File: config.mk
export PLATFORM = sky130hd
export DESIGN_NAME = vga_draw_arbiter_flat
export DESIGN_NICKNAME = d
export VERILOG_FILES = /design/src/rtl/vga_draw_arbiter_pkg.sv /design/src/rtl/vga_draw_arbiter_if.sv /design/src/rtl/vga_draw_arbiter_rr_pick.sv /design/src/rtl/vga_draw_arbiter.sv /design/src/flat_wrapper.sv
export SDC_FILE = /design/constraint.sdc
export NUM_CORES = 1
export LEC_CHECK = 0
export CORE_MARGIN = 1.5
export CORE_UTILIZATION = 38
export DETAILED_ROUTE_END_ITERATION = 8
export GPL_ROUTABILITY_DRIVEN = 0
export PLACE_DENSITY = 0.95
export SETUP_SLACK_MARGIN = 0.1
export SYNTH_ARGS = -nofsm -noshare
export SYNTH_HDL_FRONTEND = slang
export SYNTH_SLANG_ARGS = --single-unit
File: constraint.sdc
create_clock -name clk -period 3.75 [get_ports clk]
set_input_delay 0.375 -clock clk [delete_from_list [all_inputs] [get_ports clk]]
set_output_delay 0.375 -clock clk [all_outputs]
set_load 0.01 [all_outputs]
File: src/rtl/vga_draw_arbiter_pkg.sv
// vga_draw_arbiter_pkg: shared FSM states, drawing-client widths and index helper
package vga_draw_arbiter_pkg;
  typedef enum logic [1:0] {IDLE, STARTUP, ARB, GRANT} draw_state_t;
  localparam int DRAW_X_W = 11;
  localparam int DRAW_Y_W = 11;
  localparam int DRAW_COLOR_W = 1;
  function automatic int wrap_inc(input int v, input int n);
    return (v + 1 >= n) ? 0 : v + 1;
  endfunction
endpackage

File: src/rtl/vga_draw_arbiter_if.sv
// vga_draw_arbiter_if: client request/pixel bus and framebuffer write port bundle
interface vga_draw_arbiter_if #(
  parameter int N_CLIENTS = 4,
  parameter int X_W = 11,
  parameter int Y_W = 11,
  parameter int COLOR_W = 1
);
  logic [N_CLIENTS-1:0] req;
  logic [N_CLIENTS-1:0] done;
  logic [N_CLIENTS-1:0] valid;
  logic [N_CLIENTS*X_W-1:0] x_in;
  logic [N_CLIENTS*Y_W-1:0] y_in;
  logic [N_CLIENTS*COLOR_W-1:0] color_in;
  logic [N_CLIENTS-1:0] grant;
  logic [$clog2(N_CLIENTS)-1:0] owner;
  logic busy;
  logic pix_we;
  logic [X_W-1:0] pix_x;
  logic [Y_W-1:0] pix_y;
  logic [COLOR_W-1:0] pix_color;
  modport master (
    output req, done, valid, x_in, y_in, color_in,
    input grant, owner, busy, pix_we, pix_x, pix_y, pix_color
  );
  modport slave (
    input req, done, valid, x_in, y_in, color_in,
    output grant, owner, busy, pix_we, pix_x, pix_y, pix_color
  );
endinterface

File: src/rtl/vga_draw_arbiter_rr_pick.sv
// vga_draw_arbiter_rr_pick: first requester at or after ptr, wrapping modulo N
module vga_draw_arbiter_rr_pick #(
  parameter int N = 4,
  parameter int IW = $clog2(N)
) (
  input  logic [N-1:0]  req_i,
  input  logic [IW-1:0] ptr_i,
  output logic          found_o,
  output logic [IW-1:0] idx_o
);
  logic [IW-1:0] j;
  // Scan farthest-first so the closest requester to ptr wins last.
  always_comb begin
    found_o = 1'b0;
    idx_o = '0;
    j = '0;
    for (int k = N - 1; k >= 0; k--) begin
      j = IW'((int'(ptr_i) + k) % N);
      if (req_i[j]) begin
        found_o = 1'b1;
        idx_o = j;
      end
    end
  end
endmodule

File: src/rtl/vga_draw_arbiter.sv
// vga_draw_arbiter: grants the framebuffer write port to one drawing client at a time
module vga_draw_arbiter
  import vga_draw_arbiter_pkg::*;
#(
  parameter int N_CLIENTS = 4,
  parameter int X_W = DRAW_X_W,
  parameter int Y_W = DRAW_Y_W,
  parameter int COLOR_W = DRAW_COLOR_W,
  parameter int STARTUP_CLIENT = 0
) (
  input logic clk,
  input logic reset,
  input logic start_i,
  vga_draw_arbiter_if.slave dbus
);
  localparam int IW = $clog2(N_CLIENTS);
  draw_state_t state_q;
  logic [IW-1:0] owner_q, rr_ptr_q, rr_ptr_d, pick_idx;
  logic [N_CLIENTS-1:0] grant_q;
  logic pick_found, drawing, owner_done, owner_valid;
  logic pix_we_q;
  logic [X_W-1:0] pix_x_q;
  logic [Y_W-1:0] pix_y_q;
  logic [COLOR_W-1:0] pix_color_q;

  vga_draw_arbiter_rr_pick #(.N(N_CLIENTS), .IW(IW)) u_pick (
    .req_i(dbus.req),
    .ptr_i(rr_ptr_q),
    .found_o(pick_found),
    .idx_o(pick_idx)
  );

  assign drawing = (state_q == STARTUP) || (state_q == GRANT);
  assign owner_done = dbus.done[owner_q];
  assign owner_valid = dbus.valid[owner_q];
  assign rr_ptr_d = IW'(wrap_inc(int'(owner_q), N_CLIENTS));

  always_ff @(posedge clk) begin
    if (reset) begin
      state_q <= IDLE;
      owner_q <= '0;
      rr_ptr_q <= '0;
      grant_q <= '0;
      pix_we_q <= 1'b0;
      pix_x_q <= '0;
      pix_y_q <= '0;
      pix_color_q <= '0;
    end else begin
      pix_we_q <= drawing && owner_valid;
      if (drawing && owner_valid) begin
        pix_x_q <= dbus.x_in[int'(owner_q)*X_W +: X_W];
        pix_y_q <= dbus.y_in[int'(owner_q)*Y_W +: Y_W];
        pix_color_q <= dbus.color_in[int'(owner_q)*COLOR_W +: COLOR_W];
      end
      case (state_q)
        IDLE: if (start_i) begin
          state_q <= STARTUP;
          owner_q <= IW'(STARTUP_CLIENT);
          grant_q <= N_CLIENTS'(1) << STARTUP_CLIENT;
        end
        ARB: if (pick_found) begin
          state_q <= GRANT;
          owner_q <= pick_idx;
          grant_q <= N_CLIENTS'(1) << pick_idx;
        end
        STARTUP, GRANT: if (owner_done) begin
          state_q <= ARB;
          grant_q <= '0;
          rr_ptr_q <= rr_ptr_d;
        end
      endcase
    end
  end

  assign dbus.grant = grant_q;
  assign dbus.owner = owner_q;
  assign dbus.busy = state_q != IDLE;
  assign dbus.pix_we = pix_we_q;
  assign dbus.pix_x = pix_x_q;
  assign dbus.pix_y = pix_y_q;
  assign dbus.pix_color = pix_color_q;
endmodule

File: src/flat_wrapper.sv
// flat-port wrapper written by rule: the top's interface ports become plain ports
module vga_draw_arbiter_flat import vga_draw_arbiter_pkg::*;
#(
  parameter int N_CLIENTS = 4,
  parameter int X_W = DRAW_X_W,
  parameter int Y_W = DRAW_Y_W,
  parameter int COLOR_W = DRAW_COLOR_W,
  parameter int STARTUP_CLIENT = 0
)
  (clk, reset, start_i, dbus_req, dbus_done, dbus_valid, dbus_x_in, dbus_y_in, dbus_color_in, dbus_grant, dbus_owner, dbus_busy, dbus_pix_we, dbus_pix_x, dbus_pix_y, dbus_pix_color);
  vga_draw_arbiter_if #(.N_CLIENTS(N_CLIENTS), .X_W(X_W), .Y_W(Y_W), .COLOR_W(COLOR_W)) dbus_i ();
  input logic clk;
  input logic reset;
  input logic start_i;
  input wire logic [$bits(dbus_i.req)-1:0] dbus_req;
  input wire logic [$bits(dbus_i.done)-1:0] dbus_done;
  input wire logic [$bits(dbus_i.valid)-1:0] dbus_valid;
  input wire logic [$bits(dbus_i.x_in)-1:0] dbus_x_in;
  input wire logic [$bits(dbus_i.y_in)-1:0] dbus_y_in;
  input wire logic [$bits(dbus_i.color_in)-1:0] dbus_color_in;
  output wire logic [$bits(dbus_i.grant)-1:0] dbus_grant;
  output wire logic [$bits(dbus_i.owner)-1:0] dbus_owner;
  output wire logic [$bits(dbus_i.busy)-1:0] dbus_busy;
  output wire logic [$bits(dbus_i.pix_we)-1:0] dbus_pix_we;
  output wire logic [$bits(dbus_i.pix_x)-1:0] dbus_pix_x;
  output wire logic [$bits(dbus_i.pix_y)-1:0] dbus_pix_y;
  output wire logic [$bits(dbus_i.pix_color)-1:0] dbus_pix_color;
  assign dbus_i.req = dbus_req;
  assign dbus_i.done = dbus_done;
  assign dbus_i.valid = dbus_valid;
  assign dbus_i.x_in = dbus_x_in;
  assign dbus_i.y_in = dbus_y_in;
  assign dbus_i.color_in = dbus_color_in;
  assign dbus_grant = dbus_i.grant;
  assign dbus_owner = dbus_i.owner;
  assign dbus_busy = dbus_i.busy;
  assign dbus_pix_we = dbus_i.pix_we;
  assign dbus_pix_x = dbus_i.pix_x;
  assign dbus_pix_y = dbus_i.pix_y;
  assign dbus_pix_color = dbus_i.pix_color;
  vga_draw_arbiter #(.N_CLIENTS(N_CLIENTS), .X_W(X_W), .Y_W(Y_W), .COLOR_W(COLOR_W), .STARTUP_CLIENT(STARTUP_CLIENT)) u_core (.clk(clk), .reset(reset), .start_i(start_i), .dbus(dbus_i));
endmodule
* Yosys cells after proc, flatten, opt, wreduce, memory -nomap -nowiden
Index checks and enable logic that the tools add are counted.
Operators by class: muxes and demuxes 32, $add $sub $neg 4, equal/unequal tests 6, reductions and logical operators 9, $mul 1, shift operators 4, magnitude comparators 6
Operator list (count):
- variable part select 44 x 32 -> 11 bit | 2
- two-way mux 2 bit | 10
- < comparator 2 x 3 -> 1 bit (second input constant) | 5
- binary-select mux 1 bit (select 2 bit) | 6
- two-way mux 4 bit | 3
- one-hot mux 4 bit (3 select lines) | 1
- two-way mux 1 bit | 10
- multiplier 2 x 4 -> 6 bit (second input constant) | 1
- one-hot mux 2 bit (3 select lines) | 1
- AND reduction 3 bit | 2
- adder 2 bit (second input constant) | 2
- equality test 2 bit (second input constant) | 2
- != test 2 x 1 -> 1 bit (second input constant) | 2
- one-hot mux 2 bit (2 select lines) | 1
- nonzero test 2 bit | 2
- variable part select 4 x 3 -> 1 bit | 1
- << shifter 1 x 2 -> 4 bit (first input constant) | 1
- adder 2 x 1 -> 3 bit (second input constant) | 1
- >= comparator 3 bit (second input constant) | 1
- adder 2 x 1 -> 2 bit (second input constant) | 1
- equality test 2 x 1 -> 1 bit (second input constant) | 1
- zero test 2 bit | 1
- != test 2 bit (second input constant) | 1
- AND reduction 2 bit | 1
- other kinds (3) | 3
Word-level totals: word-level logic and storage cells 70, register bits 34

* Logic depth before layout (Yosys ltp)
depth in word-level cells 10, depth in mapped cells 7, mapped depth without buffers 5

* Cells and area by module
From an unflattened synthesis, not the netlist that was laid out.
Second synthesis, totals: cells, all modules 203, area, all modules 2159.6 um^2
By module, submodules not included:
- vga_draw_arbiter | cells an instance 190, seq. area each 680.7 um^2, area an instance 2082.0 um^2, times used 1
- vga_draw_arbiter_rr_pick | cells an instance 13, seq. area each 0.0 um^2, area an instance 77.6 um^2, times used 1

* Least setup slack after synthesis
Ideal clock, no wire load.
path kind register to register, start register u_core.owner_q[0] (netlist: u_core.dbus.owner[0]), end register u_core.pix_color_q (netlist: u_core.dbus.pix_color), buffers on the path 2, required time 3.618 ns, setup slack 2.111 ns, library setup time 0.132 ns, stages on the path, launching flop included 6, data arrival time 1.507 ns, path through dfxtp_1 -> buf_6 -> buf_2 -> mux4_2 -> nand2_1 -> a21oi_1
On the way: longest elaborated chain between the ends 3
Ends and longest elaborated chain:
- from (decl) | RTL line vga_draw_arbiter.sv:18 | logic [IW-1:0] owner_q, rr_ptr_q, rr_ptr_d, pick_idx;
- from (signal assigned) | RTL line vga_draw_arbiter.sv:58 | owner_q <= IW'(STARTUP_CLIENT);
- from (signal assigned) | RTL line vga_draw_arbiter.sv:63 | owner_q <= pick_idx;
- binary-select mux 1 bit (select 2 bit) | RTL line vga_draw_arbiter.sv:35 | assign owner_valid = dbus.valid[owner_q];
- two-way mux 1 bit (not written as such) | RTL line vga_draw_arbiter.sv:35
- logical AND 1 bit | RTL line vga_draw_arbiter.sv:50 | if (drawing && owner_valid) begin
- to (signal assigned) | RTL line vga_draw_arbiter.sv:53 | pix_color_q <= dbus.color_in[int'(owner_q)*COLOR_W +: COLOR_W];
- to (decl) | RTL line vga_draw_arbiter.sv:24 | logic [COLOR_W-1:0] pix_color_q;
Parallel ways exist; a longest one is shown, timed or not. The select of a mux whose other input is x is not followed. A chain may end at the register's enable or synchronous reset.

* Worst setup path after layout
start register u_core.owner_q[0] (netlist: u_core.dbus.owner[0]), end output dbus_owner[0]
RTL lines:
- to (decl) | RTL line flat_wrapper.sv:22 | output wire logic [$bits(dbus_i.owner)-1:0] dbus_owner;
No word-level cell between the ends.

==> run_results.csv <==
group,metric,value,unit
clocking,clock-root-buffer,"clkbuf_8",
layout,diodes,0,
drt,via_per_inst,5.22,
global_route,grt_max_degree,35,
setup_path,path_buf_inv,2,
setup_path,worst_setup_path_start_kind,"flip-flop",
yosys,synth_nets,301,
floorplan,dieArea,5550,um2
drt,post_drt_wl_per_cell,15.9,um
layout,fillCellCount,384,
global_route,antenna_found_initial,0,
place,portBuffers,137,
yosys,avgSynthCellArea,10.1,um2
layout,fin_nets,432,
setup_path,r2r-start,"u_core.dbus.owner[0]",
clocking,cts_num_sinks,34,
drt,dr.pass1.iters,4,
power_and_ir_drop,p_leak,1.20,nW
setup_path,critical_path_class,"reg2out",
floorplan,die_w,74.5,um
yosys,synthTopCellsByArea,"dfxtp_1 35%, mux4_2 25%, nand2_1 9.5%",
timing,post-route-period-util,61.1,%
clocking,cts_buffers,5,
floorplan,die_h,74.5,um
min_path,hp-start,"u_core.dbus.pix_y[4]",
setup_path,path_delay_family,"buffers and inverters",
drt,first_iter_violations,103,
global_route,grt_pass1_vias,2080,
setup_path,crit_chain,"buf_4, clkdlybuf4s50_1",
drt,drcViolationCount,0,
min_path,whs_endpoint,"u_core.dbus.pix_y[4]",
timing,worstMarginPinSlew,1.25,ns
yosys,postSynthCellCount,193,
global_route,gr-total-overflow,0,
yosys,synth_top_area_cell,"dfxtp_1",
clocking,cts-resized-gates,0,
setup_path,cp-end-kind,"output port",
power_and_ir_drop,p_per_area,269,nW/um2
setup_path,cp_num_cells,2,
clocking,cts_setup_buffers,0,
timing,maxSlewHeadroom,16.2,%
job,drv_cap,0,
drt,via_count,2046,
min_path,holdPathStages,2,
setup_path,max_stage_delay,0.64,ns
yosys,async_reset_ff_share,0,%
power_and_ir_drop,internal-power,0.695,mW
clocking,cts_tree,"yes",
drt,ant_nets,0,
clocking,cts.path.max_buffers,2,
setup_path,r2r_end,"u_core.dbus.pix_y[2]",
yosys,seq_area_frac_synth,35.0,%
drt,wl,6.23,mm
yosys,yosys.area.top_type_share,35.0,%
timing,finalSetupTns,0,ns
yosys,synth_edf_count,0,
power_and_ir_drop,pwr-share-clk,30.4,%
setup_path,timing.reg2reg.setup_slack,1.48,ns
yosys,synth_warnings,0,
layout,layout-drive-gt1-share,12.0,%
power_and_ir_drop,seqPwrFrac,42.5,%
layout,syn2layout_area_growth,76.6,%
clocking,clk_latency,0.28,ns
floorplan,floorplan.initialDensity,40.3,%
timing,finalSetupViolCount,0,
yosys,synth-seq-cells,34,
clocking,cts.clk_slew.worst_paths,0.07,ns
timing,hold_ws,0.455,ns
timing,hold_viol_final,0,
timing,period_minus_slack,2.29,ns
global_route,track_usage,22.7,%
power_and_ir_drop,peakVddDrop,0.000189,V
yosys,syn-cell-area,1940,um2
clocking,htree_levels,2,
yosys,ys.flop_type,"dfxtp_1",
place,dp_hpwl,4.97,mm
setup_path,critPathArrivalTime,1.92,ns
min_path,holdCritPathClass,"reg2reg",
setup_path,required,3.38,ns
power_and_ir_drop,p_sw,0.230,mW
timing,clock_skew,0.00743,ns
setup_path,path_max_fanout,16,
outcome,status,"finished, final reports clean",
clocking,hold_buffers,0,
power_and_ir_drop,swShare,24.8,%
floorplan,pin_count,138,
setup_path,slowest_stage,"dfxtp_2",
floorplan,core_area,4820,um2
power_and_ir_drop,pwr-share-comb,27.1,%
timing,rsz0062_at_grt,"false",
global_route,grt_pass1_wl,9.56,mm
timing,drv_slew,0,
timing,max_freq,0.436,GHz
setup_path,r2r_cells,6,
floorplan,placementRows,25,
yosys,ys_types,34,
cell families (layout without fill, tap and decap cells):
group	Yosys count	in the layout	share of synthesized area, %
adder cells (fa/ha/maj)	1	1	0.644
buffers and inverters	17	149	4.44
AND/OR/NAND/NOR	69	69	14.8
multiplexers	27	27	30.0
flip-flops	34	34	35.0
AO/OA/AOI/OAI	45	45	15.1
stage by stage:
step	utilization [%]	cell area [um2]	setup slack (ns)	total power, mW	cells
finish	71.2	3430	1.46	0.924	392
floorplan	-	1940	2.11	0.495	193
global route	71.2	3430	1.22	0.966	392
global placement	69.2	3340	1.53	0.643	384
CTS	71.2	3430	1.39	0.933	392
detailed placement	69.2	3340	1.41	0.651	384
synth_stat cells (2+ instances only):
cell type  count
mux4_2        22
nand2b_1       3
clkbuf_1       5
buf_4          2
nor2b_1        3
buf_2          6
inv_1          2
a2bb2oi_1      2
mux4_1         2
nor2_1        10
dfxtp_1       34
mux2i_1        2
a211o_1        2
a21oi_1       30
nand2_1       49
metal layers:
layer,track usage (%),routed length (um),part of all wire (%)
met5,0,0,0
met4,8.48,148,2.4
met3,4.47,396,6.4
met2,44.7,3430,55
met1,23.2,2250,36
layout by cell type, fill, tap and decap left out, drive strengths merged:
master / instances
a2111o: 1
a2bb2oi: 2
o32a: 1
mux4: 24
mux2: 1
nand2: 50
a311oi: 1
o211ai: 1
a211o: 2
dfxtp: 34
a21oi: 31
a211oi: 1
inv: 2
o32ai: 1
clkinv: 1
a32oi: 1
a21o: 1
or2: 1
nor3: 1
clkinvlp: 1
nand2b: 3
nor4: 1
clkbuf: 6
clkdlybuf4s50: 137
nor2b: 3
a22oi: 1
ha: 1
nor2: 10
buf: 2
mux2i: 2
o211a: 1
worst max path at each step:
stage | end | slack, ns | start
finish | dbus_owner[0] | 1.46 | u_core.dbus.owner[0]
global route | u_core.dbus.pix_x[8] | 1.22 | u_core.dbus.owner[0]
CTS | u_core.dbus.pix_y[5] | 1.39 | u_core.dbus.owner[0]
detailed placement | u_core.dbus.pix_y[9] | 1.41 | u_core.dbus.owner[0]
global placement | u_core.dbus.pix_color | 1.53 | u_core.dbus.owner[0]
floorplan | u_core.dbus.pix_color | 2.11 | u_core.dbus.owner[0]
registers in the layout (all words and copies together) (netlist names):
register,count
u_core.dbus.grant,4
u_core.dbus.owner,2
u_core.dbus.pix_color,1
u_core.dbus.pix_we,1
u_core.dbus.pix_x,11
u_core.dbus.pix_y,11
u_core.rr_ptr_q,2
u_core.state_q,2
power groups by stage:
| stage | Sequential, mW | Clock (mW) | Combinational (mW) |
|---|---|---|---|
| 2_1_floorplan | 0.401 | 0 | 0.0937 |
| 3_3_place_gp | 0.400 | 0 | 0.243 |
| 3_5_place_dp | 0.401 | 0 | 0.250 |
| 4_1_cts | 0.392 | 0.289 | 0.251 |
| 5_1_grt | 0.395 | 0.305 | 0.266 |
| 6_report | 0.392 | 0.281 | 0.250 |
worst reg2reg max path, delay by kind of cell (launching register included):
| kind | cells | cell delay, ns |
|---|---|---|
| mux | 1 | 0.13 |
| simple gates | 2 | 0.23 |
| flops | 1 | 0.64 |
| buf+inv | 1 | 0.39 |
| compound gates | 2 | 0.80 |
area by class of cell:
class | count | area, um2 | area share, %
Clock buffer | 6 | 82.6 | 2.41
Clock inverter | 2 | 12.5 | 0.365
Inverter | 2 | 7.51 | 0.219
Multi-Input combinational cell | 142 | 1180 | 34.3
Sequential cell | 34 | 682 | 19.9
Tap cell | 67 | 83.8 | 2.44
Timing Repair Buffer | 139 | 1390 | 40.4
No activity file was read; power rests on OpenSTA's default activity.
